[config.mk]
export PLATFORM = sky130hd
export DESIGN_NAME = free_list_bank_flat
export DESIGN_NICKNAME = d
export VERILOG_FILES = /design/src/rtl/free_list_bank_pkg.sv /design/src/rtl/free_list_bank_if.sv /design/src/rtl/free_list_bank.sv /design/src/flat_wrapper.sv
export SDC_FILE = /design/constraint.sdc
export NUM_CORES = 1
export LEC_CHECK = 0
export CAP_MARGIN = 40
export CORE_MARGIN = 2
export CORE_UTILIZATION = 50
export CTS_BUF_LIST = sky130_fd_sc_hd__clkbuf_16
export DETAILED_ROUTE_END_ITERATION = 12
export PLACE_DENSITY = 0.67
export SLEW_MARGIN = 15
export SYNTH_ARGS = -nofsm -noshare
export SYNTH_HDL_FRONTEND = slang
export SYNTH_SLANG_ARGS = --single-unit
[constraint.sdc]
create_clock -name CLK -period 4.3 [get_ports CLK]
set_input_delay 1.29 -clock CLK [delete_from_list [all_inputs] [get_ports CLK]]
set_output_delay 1.29 -clock CLK [all_outputs]
set_load 0.01 [all_outputs]
[src/rtl/free_list_bank_pkg.sv]
// Shared types and sizing for the physical-register free list.
// A full PR number is {upper_PR_t, bank bits}.
package free_list_bank_pkg;

  localparam int PR_COUNT                  = 128;
  localparam int AR6_COUNT                 = 64;
  localparam int FREE_LIST_BANK_COUNT      = 4;
  localparam int LOG_PRF_BANK_COUNT        = $clog2(FREE_LIST_BANK_COUNT);
  localparam int FREE_LIST_LENGTH_PER_BANK = PR_COUNT / FREE_LIST_BANK_COUNT;
  localparam int LOG_FREE_LIST_LENGTH_PER_BANK = $clog2(FREE_LIST_LENGTH_PER_BANK);
  localparam int FREE_LIST_LOWER_THRESHOLD = 8;
  localparam int FREE_LIST_UPPER_THRESHOLD = 24;

  typedef logic [$clog2(PR_COUNT)-LOG_PRF_BANK_COUNT-1:0] upper_PR_t;

  // One extra bit above the index so that full and empty can be told apart.
  typedef logic [LOG_FREE_LIST_LENGTH_PER_BANK:0] free_list_ptr_t;

endpackage

[src/rtl/free_list_bank_if.sv]
// Dealloc (enqueue) and alloc (dequeue) handshakes plus occupancy reporting of one bank.
// The slave modport is the bank itself; the master modport is the ROB/rename side.
interface free_list_bank_if;
  import free_list_bank_pkg::*;

  logic           dealloc_valid;
  upper_PR_t      dealloc_PR_upper;
  logic           dealloc_ready;
  logic           alloc_valid;
  upper_PR_t      alloc_PR_upper;
  logic           alloc_ready;
  free_list_ptr_t count;
  logic           below_lower;
  logic           above_upper;

  modport master (
    output dealloc_valid, dealloc_PR_upper, alloc_ready,
    input  dealloc_ready, alloc_valid, alloc_PR_upper, count, below_lower, above_upper
  );

  modport slave (
    input  dealloc_valid, dealloc_PR_upper, alloc_ready,
    output dealloc_ready, alloc_valid, alloc_PR_upper, count, below_lower, above_upper
  );

endinterface

[src/rtl/free_list_bank.sv]
// One free-list bank: circular FIFO of upper PR indices with show-ahead head,
// occupancy count and balancing threshold flags, all derived from registered state.
module free_list_bank
  import free_list_bank_pkg::*;
#(
  parameter int BANK_IDX        = 0,
  parameter int LENGTH          = FREE_LIST_LENGTH_PER_BANK,
  parameter int INIT_FREE_START = AR6_COUNT / FREE_LIST_BANK_COUNT,
  parameter int LOWER_THRESHOLD = FREE_LIST_LOWER_THRESHOLD,
  parameter int UPPER_THRESHOLD = FREE_LIST_UPPER_THRESHOLD,
  parameter bit CHECK_OVERFLOW  = 1'b1
) (
  input logic             CLK,
  input logic             nRST,
  free_list_bank_if.slave bank
);

  localparam int IDX_W = LOG_FREE_LIST_LENGTH_PER_BANK;

  upper_PR_t      entries [LENGTH];
  free_list_ptr_t head_ptr;
  free_list_ptr_t tail_ptr;
  free_list_ptr_t count;
  logic           empty;
  logic           full;
  logic           enq_fire;
  logic           deq_fire;

  assign count    = tail_ptr - head_ptr;
  assign empty    = (count == '0);
  assign full     = (count == free_list_ptr_t'(LENGTH));
  assign enq_fire = bank.dealloc_valid && !full;
  assign deq_fire = bank.alloc_ready && !empty;

  assign bank.dealloc_ready  = !full;
  assign bank.alloc_valid    = !empty;
  assign bank.alloc_PR_upper = entries[head_ptr[IDX_W-1:0]];
  assign bank.count          = count;
  assign bank.below_lower    = (count < free_list_ptr_t'(LOWER_THRESHOLD));
  assign bank.above_upper    = (count > free_list_ptr_t'(UPPER_THRESHOLD));

  // Reset preloads the PRs not claimed by the architectural mappings.
  always_ff @(posedge CLK) begin
    if (!nRST) begin
      for (int i = 0; i < LENGTH; i++) begin
        entries[i] <= (i < LENGTH - INIT_FREE_START) ? upper_PR_t'(INIT_FREE_START + i) : '0;
      end
      head_ptr <= '0;
      tail_ptr <= free_list_ptr_t'(LENGTH - INIT_FREE_START);
    end else begin
      if (enq_fire) begin
        entries[tail_ptr[IDX_W-1:0]] <= bank.dealloc_PR_upper;
        tail_ptr                     <= tail_ptr + free_list_ptr_t'(1);
      end
      if (deq_fire) begin
        head_ptr <= head_ptr + free_list_ptr_t'(1);
      end
    end
  end

  // PRs are conserved system-wide, so a dealloc into a full bank means an upstream bug.
  overflow_chk: assert property (@(posedge CLK) disable iff (!nRST || !CHECK_OVERFLOW)
                                 !(bank.dealloc_valid && full))
    else $error("free_list_bank %0d: dealloc while full", BANK_IDX);

endmodule

[src/flat_wrapper.sv]
// flat-port wrapper written by rule: the top's interface ports become plain ports
module free_list_bank_flat import free_list_bank_pkg::*;
#(
  parameter int BANK_IDX        = 0,
  parameter int LENGTH          = FREE_LIST_LENGTH_PER_BANK,
  parameter int INIT_FREE_START = AR6_COUNT / FREE_LIST_BANK_COUNT,
  parameter int LOWER_THRESHOLD = FREE_LIST_LOWER_THRESHOLD,
  parameter int UPPER_THRESHOLD = FREE_LIST_UPPER_THRESHOLD,
  parameter bit CHECK_OVERFLOW  = 1'b1
)
  (CLK, nRST, bank_dealloc_valid, bank_dealloc_PR_upper, bank_alloc_ready, bank_dealloc_ready, bank_alloc_valid, bank_alloc_PR_upper, bank_count, bank_below_lower, bank_above_upper);
  free_list_bank_if bank_i ();
  input logic CLK;
  input logic nRST;
  input wire logic [$bits(bank_i.dealloc_valid)-1:0] bank_dealloc_valid;
  input wire logic [$bits(bank_i.dealloc_PR_upper)-1:0] bank_dealloc_PR_upper;
  input wire logic [$bits(bank_i.alloc_ready)-1:0] bank_alloc_ready;
  output wire logic [$bits(bank_i.dealloc_ready)-1:0] bank_dealloc_ready;
  output wire logic [$bits(bank_i.alloc_valid)-1:0] bank_alloc_valid;
  output wire logic [$bits(bank_i.alloc_PR_upper)-1:0] bank_alloc_PR_upper;
  output wire logic [$bits(bank_i.count)-1:0] bank_count;
  output wire logic [$bits(bank_i.below_lower)-1:0] bank_below_lower;
  output wire logic [$bits(bank_i.above_upper)-1:0] bank_above_upper;
  assign bank_i.dealloc_valid = bank_dealloc_valid;
  assign bank_i.dealloc_PR_upper = bank_dealloc_PR_upper;
  assign bank_i.alloc_ready = bank_alloc_ready;
  assign bank_dealloc_ready = bank_i.dealloc_ready;
  assign bank_alloc_valid = bank_i.alloc_valid;
  assign bank_alloc_PR_upper = bank_i.alloc_PR_upper;
  assign bank_count = bank_i.count;
  assign bank_below_lower = bank_i.below_lower;
  assign bank_above_upper = bank_i.above_upper;
  free_list_bank #(.BANK_IDX(BANK_IDX), .LENGTH(LENGTH), .INIT_FREE_START(INIT_FREE_START), .LOWER_THRESHOLD(LOWER_THRESHOLD), .UPPER_THRESHOLD(UPPER_THRESHOLD), .CHECK_OVERFLOW(CHECK_OVERFLOW)) u_core (.CLK(CLK), .nRST(nRST), .bank(bank_i));
endmodule
---- Word-level counts from Yosys, hierarchy flattened ----
Memories as Yosys holds them, arrays and structs flattened. A register that Yosys moved wholly into a read port is not among the register bits.
Cells that the tools add are included.
word-level totals
  bits in registers ....................... 12
  bits in latches ......................... 0
  bits in writable memories ............... 160
  bits in read-only memories .............. 0
  bits of input ports ..................... 9
  output and inout port bits .............. 15
  memories ................................ 1
memories
  memory          depth  bits a word  rd ports  clocked after memory_dff  write ports  RTL line              RTL
  u_core.entries  32     5            1         1                         32           free_list_bank.sv:20  upper_PR_t entries [LENGTH];
operators by class
  add/sub/neg operators ................... 3
  $mul .................................... 0
  divide/modulo/power cells ............... 0
  $lt $le $gt $ge ......................... 2
  eq/ne operators ......................... 1
  shifts and indexed selects .............. 0
  mux-type cells .......................... 9
  bitwise operators ....................... 0
  reductions and logical operators ........ 6
operators by type and width
  kind                   number
  $mux W5                4
  $add A6 B1 Y6 const B  2
  $eq A6 B6 Y1 const B   1
  $gt A6 B5 Y1 const B   1
  $logic_not A6 Y1       1
  $lt A6 B4 Y1 const B   1
  $sub A6 B6 Y6          1
  $mux W1                5
  $reduce_or A5 Y1       1
  $logic_and A1 B1 Y1    2
  $logic_not A1 Y1       2

---- Depth between registers and ports, before layout ----
Gate-level depths: netlist (run 1).
  depth in word-level cells ............... 9
  mapped depth ............................ 12
  depth with buffers taken out ............ 9

---- Worst setup path after synthesis (run 1) ----
OpenSTA, ideal clock, no wires.
  kind .................................... register -> output
  start ................................... reg u_core.tail_ptr[0]
  end ..................................... out bank_alloc_valid
  data arrival time ....................... 2.165 ns
  path slack .............................. 0.845 ns
  stages on the path, launching flop included .. 11
  buffers on the path ..................... 2
  path through ............................ dfxtp_1 inv_1 ha_1 fa_1 nand2b_1 a21oi_1 xnor2_1 and3_1 buf_4 buf_6 nand2_1
between the ends
  longest elaborated chain between the ends .. 3
ends and longest elaborated chain
  item                    RTL line              RTL
  from (decl)             free_list_bank.sv:22  free_list_ptr_t tail_ptr;
  from (signal assigned)  free_list_bank.sv:49  tail_ptr <= free_list_ptr_t'(LENGTH - INIT_FREE_START);
  from (signal assigned)  free_list_bank.sv:53  tail_ptr <= tail_ptr + free_list_ptr_t'(1);
  $sub A6 B6 Y6           free_list_bank.sv:29  assign count = tail_ptr - head_ptr;
  $logic_not A6 Y1        free_list_bank.sv:30  assign empty = (count == '0);
  $logic_not A1 Y1        free_list_bank.sv:36  assign bank.alloc_valid = !empty;
  to (decl)               flat_wrapper.sv:19    output wire logic [$bits(bank_i.alloc_valid)-1:0] bank_alloc_valid;
Every way passes these cells.

==> results.yml, run 1 <==
layout:
  nFillCells: 1366
  multiInputGateArea_sq_um: 3240
  drive_gt1_share_pct: 22.4
  diodes: 0
  finalCoreUtilization_pct: 57.6
  regArea_sq_um: 5150
  area.growth.synth_to_final_pct: 13.7
  fin_cells: 881
  nets: 663
die:
  start_util_pct: 50.7
  core_area_sq_um: 17200
  pin_count: 24
  rows: 48
  dieArea_sq_um: 18500
  die_h_um: 136
  fp.dieW_um: 136
worst_hold_path:
  hold_class: "flip-flop to flip-flop"
synth:
  ys_seq_area_share_pct: 59.1
  ys_types: 42
  yosys_warnings: 0
  synth.avg_cell_area_sq_um: 13.9
  synthTopCellsByArea: "edfxtp_1 (55%), mux4_2 (13%), and3_1 (8.3%)"
  postSynthCellCount: 627
  synth_seq_cells: 177
  synthesis.area_sq_um: 8710
  synth_nets: 647
  synth_top_area_share_pct: 55.2
  synth_area_leader_cell: "edfxtp_1"
worst_setup_path:
  startpoint_type: "flip-flop"
  critPathCaptureType: "output port"
  path_max_fanout: 20
  path_class: "flip-flop to output port"
  critPathRequiredTime_ns: 3.01
  arrival_ns: 2.91
placement:
  dpl.cell_count: 845
  numPortBuffers: 23
  dpl.hpwl_um: 12700
  gp_congestion: 0.851
global_routing:
  grt_pass1_wl_um: 32600
  antenna_found_initial: 0
  grt_max_degree: 41
  grt.overflow.total: 0
  grt_pass1_vias: 5577
  grt_usage_pct: 24.4
clocking:
  clk_pin_slew_ns: 0.07
  clock_sinks: 177
  htree_levels: 4
  cts_hold_buf: 0
  numCtsBuffers: 17
  root_buffer: "clkbuf_16"
  clockBufferDepth: 2
  cts_tree: "yes"
  worstSkewPairLatency_ns: 0.44
timing:
  post-route-period-util_pct: 97.7
  finClkSkew_ns: 0.00763
  hold_ws_ns: 0.485
  finalHoldViolCount: 0
  drv_slew: 0
  slew_headroom_pct: 40.8
  worst_pin_slew_ns: 0.878
  max_freq_ghz: 0.238
  period_needed_ns: 4.20
  setup_viol: 0
routing:
  drt_iter0_markers: 678
  postRouteWirelength_um: 20800
  wl_per_cell_um: 23.7
  drc: 0
  viasPerCell: 6.24
  ant_nets: 0
  num_vias: 5499
  dr.pass1.iters: 5
power_and_ir_drop:
  p_total_mw: 3.93
  power.density_nw_per_um2: 397
  peakVddDrop_mv: 0.279
  leakagePower_nw: 3.64
run_status:
  status: "finished clean"
flow_run:
  maxCapViolCount: 0
[critical path, stage by stage (launching register included)]
cell and delay (ns):
dfxtp_4 0.44, buf_16 0.23, mux4_2 0.57, mux4_2 0.47
mux2_2 0.28, clkdlybuf4s50_1 0.48
[cell usage after synthesis]
| master | count |
|---|---|
| buf_4 | 1 |
| mux4_2 | 50 |
| nand2b_1 | 6 |
| nor3b_1 | 2 |
| buf_1 | 1 |
| nand4_1 | 3 |
| xnor2_1 | 3 |
| a21oi_4 | 4 |
| xor2_1 | 1 |
| inv_2 | 1 |
| o31ai_1 | 1 |
| and3b_1 | 2 |
| fa_1 | 1 |
| dfxtp_1 | 17 |
| a21boi_1 | 1 |
| and3_1 | 115 |
| ha_1 | 10 |
| clkbuf_1 | 51 |
| clkbuf_2 | 8 |
| a22oi_1 | 1 |
| or2_2 | 1 |
| or3_1 | 49 |
| nand3b_1 | 3 |
| nand3_1 | 7 |
| or3b_2 | 2 |
| edfxtp_1 | 160 |
| a2111oi_2 | 1 |
| nor3_1 | 6 |
| nand2_1 | 25 |
| a21boi_0 | 1 |
| a21oi_1 | 8 |
| nor2b_1 | 1 |
| a21o_1 | 4 |
| buf_2 | 6 |
| mux2i_1 | 13 |
| nor2_1 | 5 |
| and2_1 | 3 |
| mux2_2 | 5 |
| a211oi_1 | 1 |
| buf_6 | 3 |
| o21ai_0 | 34 |
| inv_1 | 10 |
[routing by layer]
metal | wire (um) | vias up | global-route usage, %
li1 | - | 2454 | -
met1 | 8510 | 2754 | 32.7
met2 | 10300 | 254 | 39.4
met3 | 1540 | 37 | 5.03
met4 | 447 | 0 | 9.90
met5 | 0 | - | 0
[cells in the final DEF (no fill, tap or decap), drive strengths merged, types with 3 or more instances in the layout]
| cell | n |
|---|---|
| nor3 | 6 |
| and2 | 3 |
| nand2 | 25 |
| nand2b | 6 |
| inv | 18 |
| a21o | 4 |
| clkbuf | 19 |
| and3 | 115 |
| nand3 | 7 |
| mux4 | 50 |
| nor2 | 5 |
| o21ai | 34 |
| ha | 10 |
| mux2i | 13 |
| a21oi | 12 |
| mux2 | 5 |
| clkdlybuf4s50 | 21 |
| xnor2 | 3 |
| nand3b | 3 |
| buf | 45 |
| or3 | 49 |
| nand4 | 3 |
| clkinv | 6 |
| dfxtp | 17 |
| edfxtp | 160 |
[cells by family (layout without fill, tap and decap cells)]
family	Yosys count	in the layout	synth area share, %
buf+inv	81	110	3.99
compound gates	56	56	4.11
mux	68	68	15.1
xor+xnor	4	4	0.402
simple gates	230	230	15.7
flops	177	177	59.1
fa+ha+maj	11	11	1.67
[per-stage QoR]
step / TNS [ns] / setup slack, ns / cell area (sq um)
finish: 0 / 0.101 / 9900
global route: -0.0439 / -0.0166 / 9900
CTS: 0 / 0.000795 / 9870
detailed placement: 0 / 0.389 / 9250
global placement: 0 / 0.453 / 9210
floorplan: 0 / 0.845 / 8710
[area by class of cell]
cell class	count	area share, %
flip-flops and latches	177	52.0
multi-input cells	369	32.7
clock inverters	13	0.670
well taps	225	2.84
clock buffers	19	4.80
repair buffers	67	6.56
inverters	11	0.417
[what timing repair did]
action / 4_1_cts / 5_1_grt
hold endpoints to repair: 0 / 0
setup buffers: 0 / 2
endpoints found under the setup margin: 6 / 4
pin swaps: 0 / 1
resized for setup: 6 / 6
cloned: 2 / 0
[path summary, 6_finish.rpt]
| check | startpoint | to | slack, ns | cells after the start |
|---|---|---|---|---|
| worst max-delay path | flip-flop | bank_alloc_PR_upper[0] | 0.10 | 5 |
| worst min-delay path | u_core.tail_ptr[5] | u_core.tail_ptr[5] | 0.48 | 2 |
| worst max register to register | u_core.tail_ptr[0] | u_core.entries[29][0] | 0.68 | 11 |
| worst min register to register | u_core.tail_ptr[5] | u_core.tail_ptr[5] | 0.48 | 2 |
[registers in the layout, summed over array words and instances, names as in the netlist, named ones only]
name	flops
u_core.tail_ptr	6
u_core.head_ptr	6
u_core.entries	160
[power by group]
part	leakage (nW)	total [mW]	switching, mW	internal, mW
combinational	1.73	0.552	0.286	0.266
clock	0.289	1.44	0.643	0.794
sequential	1.62	1.95	0.0272	1.92
No activity file was read; power rests on OpenSTA's default activity.
==> inputs of run 2 (changes only) <==
==> constraint.sdc (replaced) <==
create_clock -name CLK -period 4.3 [get_ports CLK]
set_input_delay 1.29 -clock CLK [delete_from_list [all_inputs] [get_ports CLK]]
set_output_delay 1.29 -clock CLK [all_outputs]
set_load 0.05 [all_outputs]
==> run 2 against run 1 <==
Against the previous run: total power increased by 3.8%; clock skew increased by 0.0052 ns; combinational power increased by 4.5%; sequential power about the same; global-route usage decreased by 1.3 points; flip-flop and latch count unchanged; setup slack improved by 0.034 ns; routed wire length decreased by 3.1%; first-iteration DRC count decreased by 5.8%; utilization decreased by 1.2 points; via count decreased by 1.8%; largest power group unchanged; highest routed layer unchanged.
==> results.yml, run 2 (synthesis results as in run 1) <==
run_status:
  status: "finished clean"
power_and_ir_drop:
  seqPwrFrac_pct: 48.0
  leakagePower_nw: 3.50
  peakVddDrop_mv: 0.319
  combPwrFrac_pct: 14.1
  p_total_mw: 4.08
  switchingPower_mw: 1.07
  clkPwrFrac_pct: 37.9
  p_int_mw: 3.02
  switching_share_pct: 26.2
  power.density_nw_per_um2: 422
placement:
  placed_cell_area_sq_um: 9100
  dpl.cell_count: 825
  gp_congestion: 0.841
  numPortBuffers: 23
  dpl.hpwl_um: 13100
clocking:
  cts_resized: 0
  worstSkewPairLatency_ns: 0.44
  post_cts_buffers: 0
  htree_levels: 4
  clk_pin_slew_ns: 0.07
  root_buffer: "clkbuf_16"
  cts_tree: "yes"
  numCtsBuffers: 17
  cts_hold_buf: 0
  clock_sinks: 177
  clockBufferDepth: 2
timing:
  finClkSkew_ns: 0.0128
  finalSetupTns_ns: 0
  hold_ws_ns: 0.484
  max_freq_ghz: 0.240
  setup_viol: 0
  worst_pin_slew_ns: 0.864
  drv_slew: 0
  rsz0062_at_grt: "false"
  period_needed_ns: 4.17
  finalHoldViolCount: 0
  post-route-period-util_pct: 96.9
  slew_headroom_pct: 41.8
worst_setup_path:
  timing.reg2reg.setup_slack_ns: 0.51
  cp_cell_sequence: "buf_12 > mux4_2 > mux4_2 > mux2_2 > buf_4"
  critPathRequiredTime_ns: 3.01
  cpPeakStageDelay_ns: 0.64
  reg2reg_to: "u_core.entries[26][2]"
  r2r-start: "u_core.tail_ptr[0]"
  path_class: "flip-flop to output port"
  cp_common_cell: "mux4_2"
  path_buf_inv: 2
  arrival_ns: 2.88
  slowest_stage: "dfxtp_2"
  startpoint_type: "flip-flop"
  reg2reg_depth: 10
  path_max_fanout: 15
  critPathCaptureType: "output port"
  critical-path-top-delay-family: "multiplexers"
die:
  pin_count: 24
  rows: 48
  dieArea_sq_um: 18500
  core_area_sq_um: 17200
  start_util_pct: 50.7
  fp.dieW_um: 136
  die_h_um: 136
routing:
  ant_nets: 0
  drc: 0
  drt_iter0_markers: 639
  postRouteWirelength_um: 20200
  dr.pass1.iters: 5
  viasPerCell: 6.30
  wl_per_cell_um: 23.6
  num_vias: 5402
layout:
  regMostFlops: "u_core.entries"
  nFillCells: 1393
  diodes: 0
  fin_cells: 857
  drive_gt1_share_pct: 20.7
  reg_top3: "u_core.entries (160), u_core.head_ptr (6), u_core.tail_ptr (6)"
  final_area_sq_um: 9690
  nets: 639
  area.growth.synth_to_final_pct: 11.3
  final_common_cell: "edfxtp_1"
  most-common-layout-cells: "edfxtp_1 (160), and3_1 (114), mux4_2 (50), or3_1 (49), o21ai_0 (34)"
  largest_reg_flops: 160
global_routing:
  grt.overflow.total: 0
  grt_pass1_wl_um: 31300
  antenna_found_initial: 0
  grt_pass1_vias: 5401
  grt_max_degree: 48
  grt_usage_pct: 23.2
flow_run:
  maxCapViolCount: 0
worst_hold_path:
  hold_class: "flip-flop to flip-flop"
  worstHoldStart: "u_core.tail_ptr[5]"
  hold_end: "u_core.tail_ptr[5]"
  whs_path_depth: 2
run 2: cell types whose count changed in the layout (fill, tap and decap cells not counted), moves of 3 or more:
cell and delta:
clkdlybuf4s50_1 -11, inv_6 +3, buf_4 -12, buf_16 -3
inv_2 -5, clkinvlp_4 +3
run 2: final cells by class:
| cell class | count | area [sq um] | area share, % |
|---|---|---|---|
| Clock buffer | 17 | 425 | 4.39 |
| Multi-Input combinational cell | 369 | 3220 | 33.2 |
| Timing Repair Buffer | 43 | 410 | 4.24 |
| Inverter | 11 | 41.3 | 0.426 |
| Tap cell | 225 | 282 | 2.91 |
| Clock inverter | 15 | 160 | 1.65 |
| Sequential cell | 177 | 5150 | 53.1 |
run 2: power groups by stage:
stage          Combinational [mW]  Clock, mW  Sequential [mW]
2_1_floorplan               0.418          0             1.97
3_3_place_gp                0.564          0             2.00
3_5_place_dp                0.575          0             2.00
4_1_cts                     0.578       1.55             1.96
5_1_grt                     0.609       1.62             1.97
6_report                    0.577       1.55             1.96
run 2: layer usage:
layer / part of all wire (%) / wire length (um) / up-vias / GRT usage [%]
li1: - / - / 2404 / -
met1: 42 / 8430 / 2710 / 30.5
met2: 50 / 10000 / 247 / 38.7
met3: 6.4 / 1300 / 41 / 4.55
met4: 2.1 / 425 / 0 / 8.10
met5: 0 / 0 / - / 0
run 2: worst register-to-register path, stage by stage (launching register included):
cell      delay [ns]
dfxtp_1         0.42
inv_1           0.12
ha_1            0.23
fa_1            0.39
nand2b_1        0.16
a21oi_1         0.15
xnor2_1         0.23
and3_2          0.35
buf_4           0.25
a21o_1          0.63
o21ai_0         0.48
run 2: worst max-delay path by stage:
stage	startpoint	to	slack [ns]	cells after the start
after CTS	u_core.tail_ptr[0]	bank_count[4]	0.02	8
after global placement	u_core.tail_ptr[0]	bank_count[4]	0.53	8
after floorplan	u_core.tail_ptr[0]	bank_alloc_valid	-0.02	9
final	flip-flop	bank_alloc_PR_upper[4]	0.13	5
after global routing	u_core.tail_ptr[0]	bank_below_lower	0.03	9
after detailed placement	u_core.tail_ptr[0]	u_core.entries[26][0]	0.46	10
run 2: per-stage QoR:
step	util (%)	setup WS, ns
floorplan	-	-0.0239
detailed placement	53.0	0.462
CTS	56.4	0.0204
global route	56.4	0.0276
global placement	52.7	0.527
finish	56.4	0.135
